`config.mk`:
```
export PLATFORM = sky130hd
export DESIGN_NAME = led_breath_seq_flat
export DESIGN_NICKNAME = d
export VERILOG_FILES = /design/src/rtl/led_pkg.sv /design/src/rtl/led_breath_seq_if.sv /design/src/rtl/led_tick_gen.sv /design/src/rtl/led_breath_seq.sv /design/src/flat_wrapper.sv
export SDC_FILE = /design/constraint.sdc
export NUM_CORES = 1
export LEC_CHECK = 0
export ABC_AREA = 1
export CAP_MARGIN = 20
export CORE_MARGIN = 2
export CORE_UTILIZATION = 45
export CTS_BUF_LIST = sky130_fd_sc_hd__clkbuf_4
export CTS_CLUSTER_DIAMETER = 50
export CTS_CLUSTER_SIZE = 10
export DETAILED_ROUTE_END_ITERATION = 16
export PLACE_DENSITY = 0.75
export SLEW_MARGIN = 20
export SYNTH_ARGS = -nofsm -noshare
export SYNTH_HDL_FRONTEND = slang
export SYNTH_SLANG_ARGS = --single-unit
```
`constraint.sdc`:
```
create_clock -name clk -period 1.8 [get_ports clk]
set_input_delay 0.45 -clock clk [delete_from_list [all_inputs] [get_ports clk]]
set_output_delay 0.45 -clock clk [all_outputs]
set_load 0.005 [all_outputs]
```
`src/rtl/led_pkg.sv`:
```
// ---------------------------------------------------------------------------
// led_pkg
// Shared types and constants for the LED breathing sequencer.
//   state_t      : brightness FSM states
//   MODE_*       : encodings of the 2-bit mode request
//                  (value 3 is reserved and behaves as MODE_BREATHE)
// ---------------------------------------------------------------------------
package led_pkg;

  typedef enum logic [2:0] {
    IDLE    = 3'd0,
    RISE    = 3'd1,
    HOLD_HI = 3'd2,
    FALL    = 3'd3,
    HOLD_LO = 3'd4
  } state_t;

  localparam logic [1:0] MODE_OFF     = 2'd0;
  localparam logic [1:0] MODE_BREATHE = 2'd1;
  localparam logic [1:0] MODE_CHASE   = 2'd2;

endpackage

```
`src/rtl/led_breath_seq_if.sv`:
```
// ---------------------------------------------------------------------------
// led_breath_seq_if
// Bundle between the board-control registers and the LED sequencer.
//   en, mode   : control side -> sequencer
//   led_out    : PWM LED drive (registered)
//   level      : current brightness level
//   busy       : sequencer is not IDLE
//   cycle_done : one-clock pulse at the end of each complete breath cycle
//   state      : FSM state, exported for observation
//
// Request semantics: there is no valid/ready pair. en and mode are plain
// levels sampled every clock by the sequencer; the control side may change
// them at any time and the sequencer decides when to act on them (mode is
// only captured on entry to RISE, en is acted on at the decision points of
// the FSM).
//
// Modports: master = control-register side, slave = sequencer.
// ---------------------------------------------------------------------------
interface led_breath_seq_if #(
  parameter int NUM_LED  = 8,
  parameter int PWM_BITS = 8
);
  import led_pkg::*;

  logic                en;
  logic [1:0]          mode;
  logic [NUM_LED-1:0]  led_out;
  logic [PWM_BITS-1:0] level;
  logic                busy;
  logic                cycle_done;
  state_t              state;

  modport master (
    output en, mode,
    input  led_out, level, busy, cycle_done, state
  );

  modport slave (
    input  en, mode,
    output led_out, level, busy, cycle_done, state
  );

endinterface

```
`src/rtl/led_tick_gen.sv`:
```
// ---------------------------------------------------------------------------
// led_tick_gen
// Step-tick prescaler. Counts 0..TICK_DIV-1 while run is high and holds at 0
// while run is low, so the first tick arrives TICK_DIV clocks after run rises.
//   clk   : system clock
//   rst_n : synchronous reset, active low
//   run   : count enable; low clears the count
//   tick  : one-clock pulse while the count sits at TICK_DIV-1
// ---------------------------------------------------------------------------
module led_tick_gen #(
  parameter int TICK_DIV = 6250000
) (
  input  logic clk,
  input  logic rst_n,
  input  logic run,
  output logic tick
);

  localparam int            CW   = $clog2(TICK_DIV);
  localparam logic [CW-1:0] LAST = CW'(TICK_DIV - 1);

  logic [CW-1:0] r_cnt;

  always_ff @(posedge clk) begin
    if (!rst_n) begin
      r_cnt <= '0;
    end else if (!run) begin
      r_cnt <= '0;
    end else if (r_cnt == LAST) begin
      r_cnt <= '0;
    end else begin
      r_cnt <= r_cnt + 1'b1;
    end
  end

  assign tick = run && (r_cnt == LAST);

endmodule

```
`src/rtl/led_breath_seq.sv`:
```
// ---------------------------------------------------------------------------
// led_breath_seq
// LED brightness sequencer: a prescaled step tick drives a brightness FSM
// (RISE / HOLD_HI / FALL / HOLD_LO) that ramps an unsigned level between 0
// and MAX. The level is turned into PWM and driven on all LEDs together
// (BREATHE) or on one LED that moves on after every complete cycle (CHASE).
//   clk   : system clock
//   rst_n : synchronous reset, active low; aborts any cycle immediately
//   bus   : slave side of led_breath_seq_if (en, mode in; led_out, level,
//           busy, cycle_done, state out)
// ---------------------------------------------------------------------------
module led_breath_seq
  import led_pkg::*;
#(
  parameter int NUM_LED    = 8,
  parameter int PWM_BITS   = 8,
  parameter int TICK_DIV   = 6250000,
  parameter int HOLD_STEPS = 32
) (
  input  logic             clk,
  input  logic             rst_n,
  led_breath_seq_if.slave  bus
);

  localparam logic [PWM_BITS-1:0] MAX      = '1;
  localparam logic [PWM_BITS-1:0] PWM_LAST = MAX - 1'b1;
  localparam int                  PTR_W    = (NUM_LED > 1) ? $clog2(NUM_LED) : 1;
  localparam logic [PTR_W-1:0]    PTR_LAST = PTR_W'(NUM_LED - 1);
  localparam int                  HOLD_W   = (HOLD_STEPS > 1) ? $clog2(HOLD_STEPS) : 1;
  localparam logic [HOLD_W-1:0]   HOLD_LAST = HOLD_W'(HOLD_STEPS - 1);

  state_t              r_state;
  logic [PWM_BITS-1:0] r_level;
  logic [HOLD_W-1:0]   r_hold;
  logic [PTR_W-1:0]    r_ptr;
  logic [1:0]          r_mode_q;
  logic                r_cycle_done;
  logic [PWM_BITS-1:0] r_pwm_cnt;
  logic [NUM_LED-1:0]  r_led_out;

  state_t              w_state_nxt;
  logic [PWM_BITS-1:0] w_level_nxt;
  logic [HOLD_W-1:0]   w_hold_nxt;
  logic                w_cycle_end;
  logic                w_mode_load;
  logic                w_tick;
  logic                w_run;
  logic                w_run_req;
  logic                w_pwm;
  logic [NUM_LED-1:0]  w_led_nxt;

  // mode=0 counts as "stop" wherever the FSM decides whether to carry on,
  // but only a low en aborts RISE/HOLD_HI.
  assign w_run_req = bus.en && (bus.mode != MODE_OFF);
  assign w_run     = (r_state != IDLE);

  led_tick_gen #(
    .TICK_DIV (TICK_DIV)
  ) u_tick_gen (
    .clk   (clk),
    .rst_n (rst_n),
    .run   (w_run),
    .tick  (w_tick)
  );

  // State register plus the datapath registers it steers.
  always_ff @(posedge clk) begin
    if (!rst_n) begin
      r_state      <= IDLE;
      r_level      <= '0;
      r_hold       <= '0;
      r_ptr        <= '0;
      r_mode_q     <= MODE_OFF;
      r_cycle_done <= 1'b0;
      r_pwm_cnt    <= '0;
      r_led_out    <= '0;
    end else begin
      r_state      <= w_state_nxt;
      r_level      <= w_level_nxt;
      r_hold       <= w_hold_nxt;
      r_cycle_done <= w_cycle_end;
      r_led_out    <= w_led_nxt;
      if (w_mode_load) begin
        r_mode_q <= bus.mode;
      end
      if (w_cycle_end) begin
        r_ptr <= (r_ptr == PTR_LAST) ? '0 : r_ptr + 1'b1;
      end
      // Period of MAX clocks so that level==MAX compares true every clock.
      r_pwm_cnt <= (r_pwm_cnt == PWM_LAST) ? '0 : r_pwm_cnt + 1'b1;
    end
  end

  // Next-state and next-datapath logic. The MAX/0 checks come before the
  // +/-1 so the level can never wrap.
  always_comb begin
    w_state_nxt = r_state;
    w_level_nxt = r_level;
    w_hold_nxt  = r_hold;
    w_cycle_end = 1'b0;
    w_mode_load = 1'b0;
    case (r_state)
      IDLE: begin
        w_level_nxt = '0;
        w_hold_nxt  = '0;
        if (w_run_req) begin
          w_state_nxt = RISE;
          w_mode_load = 1'b1;
        end
      end
      RISE: begin
        if (!bus.en) begin
          w_state_nxt = FALL;
          w_hold_nxt  = '0;
        end else if (w_tick) begin
          if (r_level == MAX) begin
            w_state_nxt = HOLD_HI;
            w_hold_nxt  = '0;
          end else begin
            w_level_nxt = r_level + 1'b1;
          end
        end
      end
      HOLD_HI: begin
        if (!bus.en) begin
          w_state_nxt = FALL;
          w_hold_nxt  = '0;
        end else if (w_tick) begin
          if (r_hold == HOLD_LAST) begin
            w_state_nxt = FALL;
            w_hold_nxt  = '0;
          end else begin
            w_hold_nxt = r_hold + 1'b1;
          end
        end
      end
      FALL: begin
        if (w_tick) begin
          if (r_level == '0) begin
            w_hold_nxt  = '0;
            w_state_nxt = w_run_req ? HOLD_LO : IDLE;
          end else begin
            w_level_nxt = r_level - 1'b1;
          end
        end
      end
      HOLD_LO: begin
        if (w_tick) begin
          if (r_hold == HOLD_LAST) begin
            w_cycle_end = 1'b1;
            w_hold_nxt  = '0;
            if (w_run_req) begin
              w_state_nxt = RISE;
              w_mode_load = 1'b1;
            end else begin
              w_state_nxt = IDLE;
            end
          end else begin
            w_hold_nxt = r_hold + 1'b1;
          end
        end
      end
      default: begin
        w_state_nxt = IDLE;
      end
    endcase
  end

  // Output logic: PWM compare and LED pattern, registered into r_led_out.
  always_comb begin
    w_pwm     = (r_pwm_cnt < r_level);
    w_led_nxt = '0;
    if (r_state != IDLE) begin
      if (r_mode_q == MODE_CHASE) begin
        w_led_nxt[r_ptr] = w_pwm;
      end else begin
        w_led_nxt = {NUM_LED{w_pwm}};
      end
    end
  end

  assign bus.led_out    = r_led_out;
  assign bus.level      = r_level;
  assign bus.busy       = (r_state != IDLE);
  assign bus.cycle_done = r_cycle_done;
  assign bus.state      = r_state;

endmodule

```
`src/flat_wrapper.sv`:
```
// flat-port wrapper written by rule: the top's interface ports become plain ports
module led_breath_seq_flat import led_pkg::*;
#(
  parameter int NUM_LED    = 8,
  parameter int PWM_BITS   = 8,
  parameter int TICK_DIV   = 6250000,
  parameter int HOLD_STEPS = 32
)
  (clk, rst_n, bus_en, bus_mode, bus_led_out, bus_level, bus_busy, bus_cycle_done, bus_state);
  led_breath_seq_if #(.NUM_LED(NUM_LED), .PWM_BITS(PWM_BITS)) bus_i ();
  input  logic clk;
  input  logic rst_n;
  input wire logic [$bits(bus_i.en)-1:0] bus_en;
  input wire logic [$bits(bus_i.mode)-1:0] bus_mode;
  output wire logic [$bits(bus_i.led_out)-1:0] bus_led_out;
  output wire logic [$bits(bus_i.level)-1:0] bus_level;
  output wire logic [$bits(bus_i.busy)-1:0] bus_busy;
  output wire logic [$bits(bus_i.cycle_done)-1:0] bus_cycle_done;
  output wire logic [$bits(bus_i.state)-1:0] bus_state;
  assign bus_i.en = bus_en;
  assign bus_i.mode = bus_mode;
  assign bus_led_out = bus_i.led_out;
  assign bus_level = bus_i.level;
  assign bus_busy = bus_i.busy;
  assign bus_cycle_done = bus_i.cycle_done;
  assign bus_state = bus_i.state;
  led_breath_seq #(.NUM_LED(NUM_LED), .PWM_BITS(PWM_BITS), .TICK_DIV(TICK_DIV), .HOLD_STEPS(HOLD_STEPS)) u_core (.clk(clk), .rst_n(rst_n), .bus(bus_i));
endmodule
```
==> results of run 1 <==
-- registers in the layout (all words and copies together), names as in the netlist --
signal                   cells
u_core.bus.led_out           8
u_core.bus.level             8
u_core.bus.cycle_done        1
u_core.r_pwm_cnt             8
u_core.r_ptr                 3
u_core.bus.state             3
u_core.r_hold                5
u_core.r_mode_q              2
u_core.u_tick_gen.r_cnt     23
-- metal layers --
metal  GRT usage  part of all wire  up-vias
li1            -                 -     1884
met1      0.2479              0.44     1668
met2      0.3469              0.49       90
met3     0.03990             0.041       25
met4      0.1123             0.027        0
met5           0                 0        -
-- worst max-delay path, cell delays in order, from the launching register on --
cell and delay (ns):
dfxtp_2 0.35, inv_4 0.06, nand2_4 0.06, nor2_4 0.10
buf_12 0.15, ha_4 0.22, a21oi_4 0.16, buf_4 0.13
nand3_1 0.07, nand2_1 0.06, nand2_1 0.06, nor2_1 0.13
nand3_1 0.09, a21oi_1 0.13
-- cell usage after synthesis (all sizes together), types with 7 or more instances --
master    n  area [um^2]
dfxtp    61         1221
nand3    42        262.8
xnor2     7        61.31
nor2    101        483.0
a21oi    38        190.2
ha       20        250.2
nand4    11        68.82
nor3     16        95.09
o21ai    14        70.06
nand2   111        466.7
xor2      7        61.31
inv      73        276.5
-- area by class of cell --
| class | count | area [um^2] | share of cell area |
|---|---|---|---|
| clock inverters | 5 | 27.53 | 0.005731 |
| well taps | 105 | 131.4 | 0.02735 |
| inverters | 75 | 290.3 | 0.06043 |
| multi-input cells | 389 | 2380 | 0.4954 |
| repair buffers | 74 | 628.1 | 0.1308 |
| flip-flops and latches | 61 | 1264 | 0.2631 |
| clock buffers | 11 | 82.58 | 0.01719 |
-- kinds of logic after synthesis --
group | count (synthesis) | synth area share
xor+xnor | 14 | 0.03314
fa+ha+maj | 21 | 0.07305
flops | 61 | 0.3301
buf+inv | 78 | 0.08048
compound gates | 69 | 0.1042
simple gates | 285 | 0.3791
-- worst paths after layout --
check,cells past startpoint,endpoint
hold / removal,2,u_core.r_hold[2]
setup reg to reg,13,u_core.bus.level[5]
setup / recovery,13,u_core.bus.level[5]
hold reg to reg,2,u_core.r_hold[2]
-- power by group through the flow --
stage / Clock [mW] / Sequential, mW / Combinational (mW)
finish: 0.803 / 1.55 / 2.25
global route: 0.894 / 1.56 / 2.49
CTS: 0.828 / 1.55 / 2.11
detailed placement: 0 / 1.59 / 2.00
global placement: 0 / 1.58 / 1.96
floorplan: 0 / 1.60 / 1.27
-- what timing repair did --
action	in CTS	in global routing
pin swaps	12	12
setup endpoints to repair	16	39
buffers inserted	11	8
gates resized for setup	30	40
-- through the flow --
stage	total power [mW]	cells	cell area [um^2]
final	4.605	720	4803
after global routing	4.946	720	4803
after CTS	4.484	712	4638
after detailed placement	3.589	685	4384
after global placement	3.538	685	4384
after floorplan	2.869	528	3777
==> run_results.csv, run 1 <==
group,metric,value,unit
floorplanning,dieArea,0.008963,mm^2
critical_path,r2r-start,"u_core.bus.state[2]",
critical_path,setup.worst_path.start_class,"flip-flop",
cells_and_area,layout_common_cells,"nand2_1, nor2_1, inv_1",
yosys,synth.distinct_cells,41,
grt,grt_max_degree,14,
cells_and_area,num_antenna_cells,0,
placed_design,place_ws,-0.1019,ns
power,intPower,2.720,mW
cells_and_area,drive_gt1_frac,0.2634,
critical_path,cp_data_arrival_time,2.18,ns
timing,worst_slew_pin_slew,0.5887,ns
outcome,status,"finished with violations",
cells_and_area,area_growth,29.83,%
grt,grt.overflow.total,0,
power,peakVddDrop,0.4097,mV
clock_network,clkLatencyLatePin,0.41,ns
timing,final.period_utilization,1.019,
drt,viasPerCell,5.093,
yosys,synth_async_sr_flop_share,0,
floorplanning,core-area,0.008093,mm^2
floorplanning,die_y,94.68,um
grt,grt_pass1_wl,14.59,mm
timing,finalCriticalPeriod,1.834,ns
drt,ant_nets,0,
drt,vias,3667,
critical_path,setup.worst_path.end_class,"flip-flop",
yosys,yosysWarningCount,0,
yosys,synth_edf_count,0,
timing,finClkSkew,0.01362,ns
timing,fin_setup_tns,-0.09010,ns
clock_network,holdBufCountCts,0,
critical_path,cp.required,2.15,ns
flow_run,drv_cap,0,
power,p_leak,2.060,nW
clock_network,cts_buffers,9,
clock_network,clockBufferDepth,2,
grt,first_global_vias,3426,
grt,grt_util_all_layers,0.2066,
cells_and_area,n_fill_cell,715,
critical_path,worstSetupPathType,"reg -> reg",
clock_network,clock-sinks,61,
drt,drt_first_pass_iters,5,
power,combPwrFrac,0.489,
drt,drtIter0Drc,155,
yosys,synthesis.nets,554,
floorplanning,io_pins,26,
drt,route.detailed.drc,0,
yosys,synthFlopType,"dfxtp_1",
critical_path,startpoint,"u_core.bus.state[2]",
placed_design,hpwl,6.660,mm
timing,grt_setup_unrepaired,"yes",
clock_network,cts_root_buf,"clkbuf_4",
timing,fin_ws,-0.03398,ns
timing,slew_headroom,0.6052,
yosys,synth-seq-cells,61,
cells_and_area,utilization,0.5935,
critical_path,r2r_slack,-0.03,ns
cells_and_area,final_common_cell,"nand2_1",
floorplanning,die_x,94.68,um
power,pwr-share-clk,0.174,
power,power.density,958.8,mW/mm^2
drt,wl_per_cell,12.63,um
clock_network,htree_num_levels,3,
placed_design,io_buffer_count,25,
drt,routed_wl,9.093,mm
yosys,yosysSeqAreaShare,0.3301,
yosys,syn-cell-area,0.003700,mm^2
hold_path,worstHoldPathType,"reg -> reg",
power,pwr-share-seq,0.336,
floorplanning,start_util,0.4572,
yosys,synth_area_per_cell,7.007,um^2
hold_path,hold_path.startpoint,"u_core.r_hold[2]",
cells_and_area,final_nets,636,
outcome,failed_checks,"negative setup slack",
yosys,synth_cells,528,
grt,antenna_found_initial,0,
power,netSwitchingPower,1.886,mW
critical_path,path_max_fanout,8,
placed_design,gp_congestion,0.8651,
floorplanning,fp-row-count,33,
clock_network,cts_tree,"yes",
timing,whs,0.4861,ns
timing,setup_viol,3,
clock_network,clk_pin_slew,0.10,ns
timing,final-max-slew-violation-count,0,
power,p_sw_frac,0.4095,
timing,fmax,545.3,MHz
timing,hold_viol,0,
(Power assumes the default switching activity.)
==> inputs of run 2 (changes only) <==
Settings changed: CORE_MARGIN 2 to 3.
==> run 2 against run 1 <==
Against the previous run:
- power up 7.9%
- wire length up 5.7%
- combinational power down 4%
- the run still ends with negative setup slack left
- clock power increased by 58%
- utilization rose by 3.0 points
- critical path depth down 2
- flip-flop and latch count unchanged
==> run_results.csv, run 2 (same netlist as run 1, synthesis figures left out) <==
group,metric,value,unit
timing,fmax,544.7,MHz
cells_and_area,drive_gt1_frac,0.2794,
placed_design,place_area,0.004358,mm^2
cells_and_area,layout_common_cells,"nand2_1, nor2_1, inv_1",
timing,final.period_utilization,1.020,
critical_path,path_max_fanout,4,
timing,final-max-slew-violation-count,0,
grt,antenna_found_initial,0,
cells_and_area,final_nets,633,
critical_path,worstSetupPathType,"reg -> reg",
hold_path,worstHoldPathType,"reg -> reg",
floorplanning,start_util,0.4715,
grt,grt.overflow.total,0,
floorplanning,dieArea,0.009346,mm^2
drt,routed_wl,9.612,mm
placed_design,hpwl,6.557,mm
clock_network,cts_tree,"yes",
timing,hold_viol,0,
outcome,failed_checks,"negative setup slack",
grt,grt_max_degree,14,
power,power.total,4.968,mW
grt,first_global_vias,3368,
timing,finClkSkew,0.03198,ns
critical_path,path_buf_inv,2,
placed_design,place_ws,-0.1392,ns
outcome,status,"finished with violations",
clock_network,clockBufferDepth,2,
clock_network,cts_root_buf,"clkbuf_4",
cells_and_area,n_fill_cell,669,
timing,worst_slew_pin_slew,0.5921,ns
floorplanning,io_pins,26,
clock_network,clkLatencyLatePin,0.42,ns
timing,grt_setup_unrepaired,"yes",
drt,route.detailed.drc,0,
power,power.density,1015,mW/mm^2
drt,highest-signal-layer,"met4",
critical_path,setup.worst_path.end_class,"flip-flop",
power,p_leak,2.092,nW
critical_path,critPathSlowestCell,"dfxtp_4",
clock_network,clock-sinks,61,
drt,drt_first_pass_iters,5,
timing,whs,0.4441,ns
placed_design,io_buffer_count,25,
critical_path,cp_data_arrival_time,2.16,ns
drt,dr_wl_met2,4.784,mm
cells_and_area,stdcell_area,0.004893,mm^2
drt,wl_met1,4.019,mm
floorplanning,core-area,0.007848,mm^2
power,peakVddDrop,0.4161,mV
floorplanning,die_x,96.68,um
grt,grt_pass1_wl,15.18,mm
drt,ant_nets,0,
timing,slew_headroom,0.6029,
cells_and_area,instances_no_fill,714,
cells_and_area,utilization,0.6236,
timing,setup_viol,2,
drt,met3_length,699,um
drt,wl_per_cell,13.46,um
cells_and_area,final_common_cell,"nand2_1",
cells_and_area,multi_input_area,0.002400,mm^2
placed_design,gp_congestion,0.8517,
floorplanning,die_y,96.68,um
drt,vias,3739,
critical_path,setup.worst_path.start_class,"flip-flop",
drt,viasPerCell,5.237,
cells_and_area,num_antenna_cells,0,
placed_design,placed_cells,679,
clock_network,holdBufCountCts,0,
drt,drtIter0Drc,266,
grt,grt_util_all_layers,0.1942,
critical_path,worstPathCellList,"buf_4 > buf_12 > ha_4 > nand2_2 > nor2_1 > nand2_2 > nand2_1 > nand2_1 > a21oi_1 > nand3_1 > a21oi_1",
cells_and_area,seq_area,0.001266,mm^2
clock_network,clk_pin_slew,0.13,ns
clock_network,htree_num_levels,3,
clock_network,cts_buffers,9,
critical_path,cp.required,2.13,ns
critical_path,critPathMaxStageDelay,0.38,ns
cells_and_area,largest_reg_flops,23,
cells_and_area,area_growth,32.26,%
floorplanning,fp-row-count,32,
timing,fin_setup_tns,-0.04222,ns
timing,fin_ws,-0.03588,ns
critical_path,path_delay_family,"simple AND/OR/NAND/NOR gates",
timing,finalCriticalPeriod,1.836,ns
cells_and_area,top_register,"u_core.u_tick_gen.r_cnt",
flow_run,drv_cap,0,
run 2: cell count changes in the layout (fill, tap and decap cells not counted), sizes merged, moves of 2 or more:
cell / change
buf: -3
bufinv: +3
clkbuf: -2
clkdlybuf4s50: +2
dlygate4sd2: -2
run 2: power breakdown:
part           leakage [nW]  internal [mW]  switching, mW  total (mW)
Sequential            0.506           1.47         0.0727        1.54
Combinational          1.49          0.877           1.28        2.16
Clock                 0.100          0.710          0.563        1.27
Total                  2.09           3.05           1.92        4.97
run 2: timing repair:
item                                   CTS  global route
pin swaps                                2            21
setup endpoints to repair               12            45
buffers inserted                         8            11
endpoints found under the hold margin    0             0
resized for setup                       21            54
run 2: final timing paths:
check | startpoint | slack, ns | end | depth (start not counted)
setup / recovery | u_core.bus.level[4] | -0.04 | u_core.bus.level[7] | 11
setup reg to reg | u_core.bus.level[4] | -0.04 | u_core.bus.level[7] | 11
hold / removal | u_core.u_tick_gen.r_cnt[9] | 0.44 | u_core.u_tick_gen.r_cnt[9] | 1
hold reg to reg | u_core.u_tick_gen.r_cnt[9] | 0.44 | u_core.u_tick_gen.r_cnt[9] | 1
run 2: area by class of cell:
type | instances | area share
flip-flops and latches | 61 | 0.2588
well taps | 102 | 0.02608
clock inverters | 7 | 0.02480
clock buffers | 9 | 0.01381
multi-input cells | 389 | 0.4904
repair buffers | 71 | 0.1268
inverters | 75 | 0.05932
run 2: metal layers:
layer / track usage / up-vias
li1: - / 1879
met1: 0.2450 / 1708
met2: 0.3312 / 137
met3: 0.03965 / 15
met4: 0.06263 / 0
met5: 0 / -
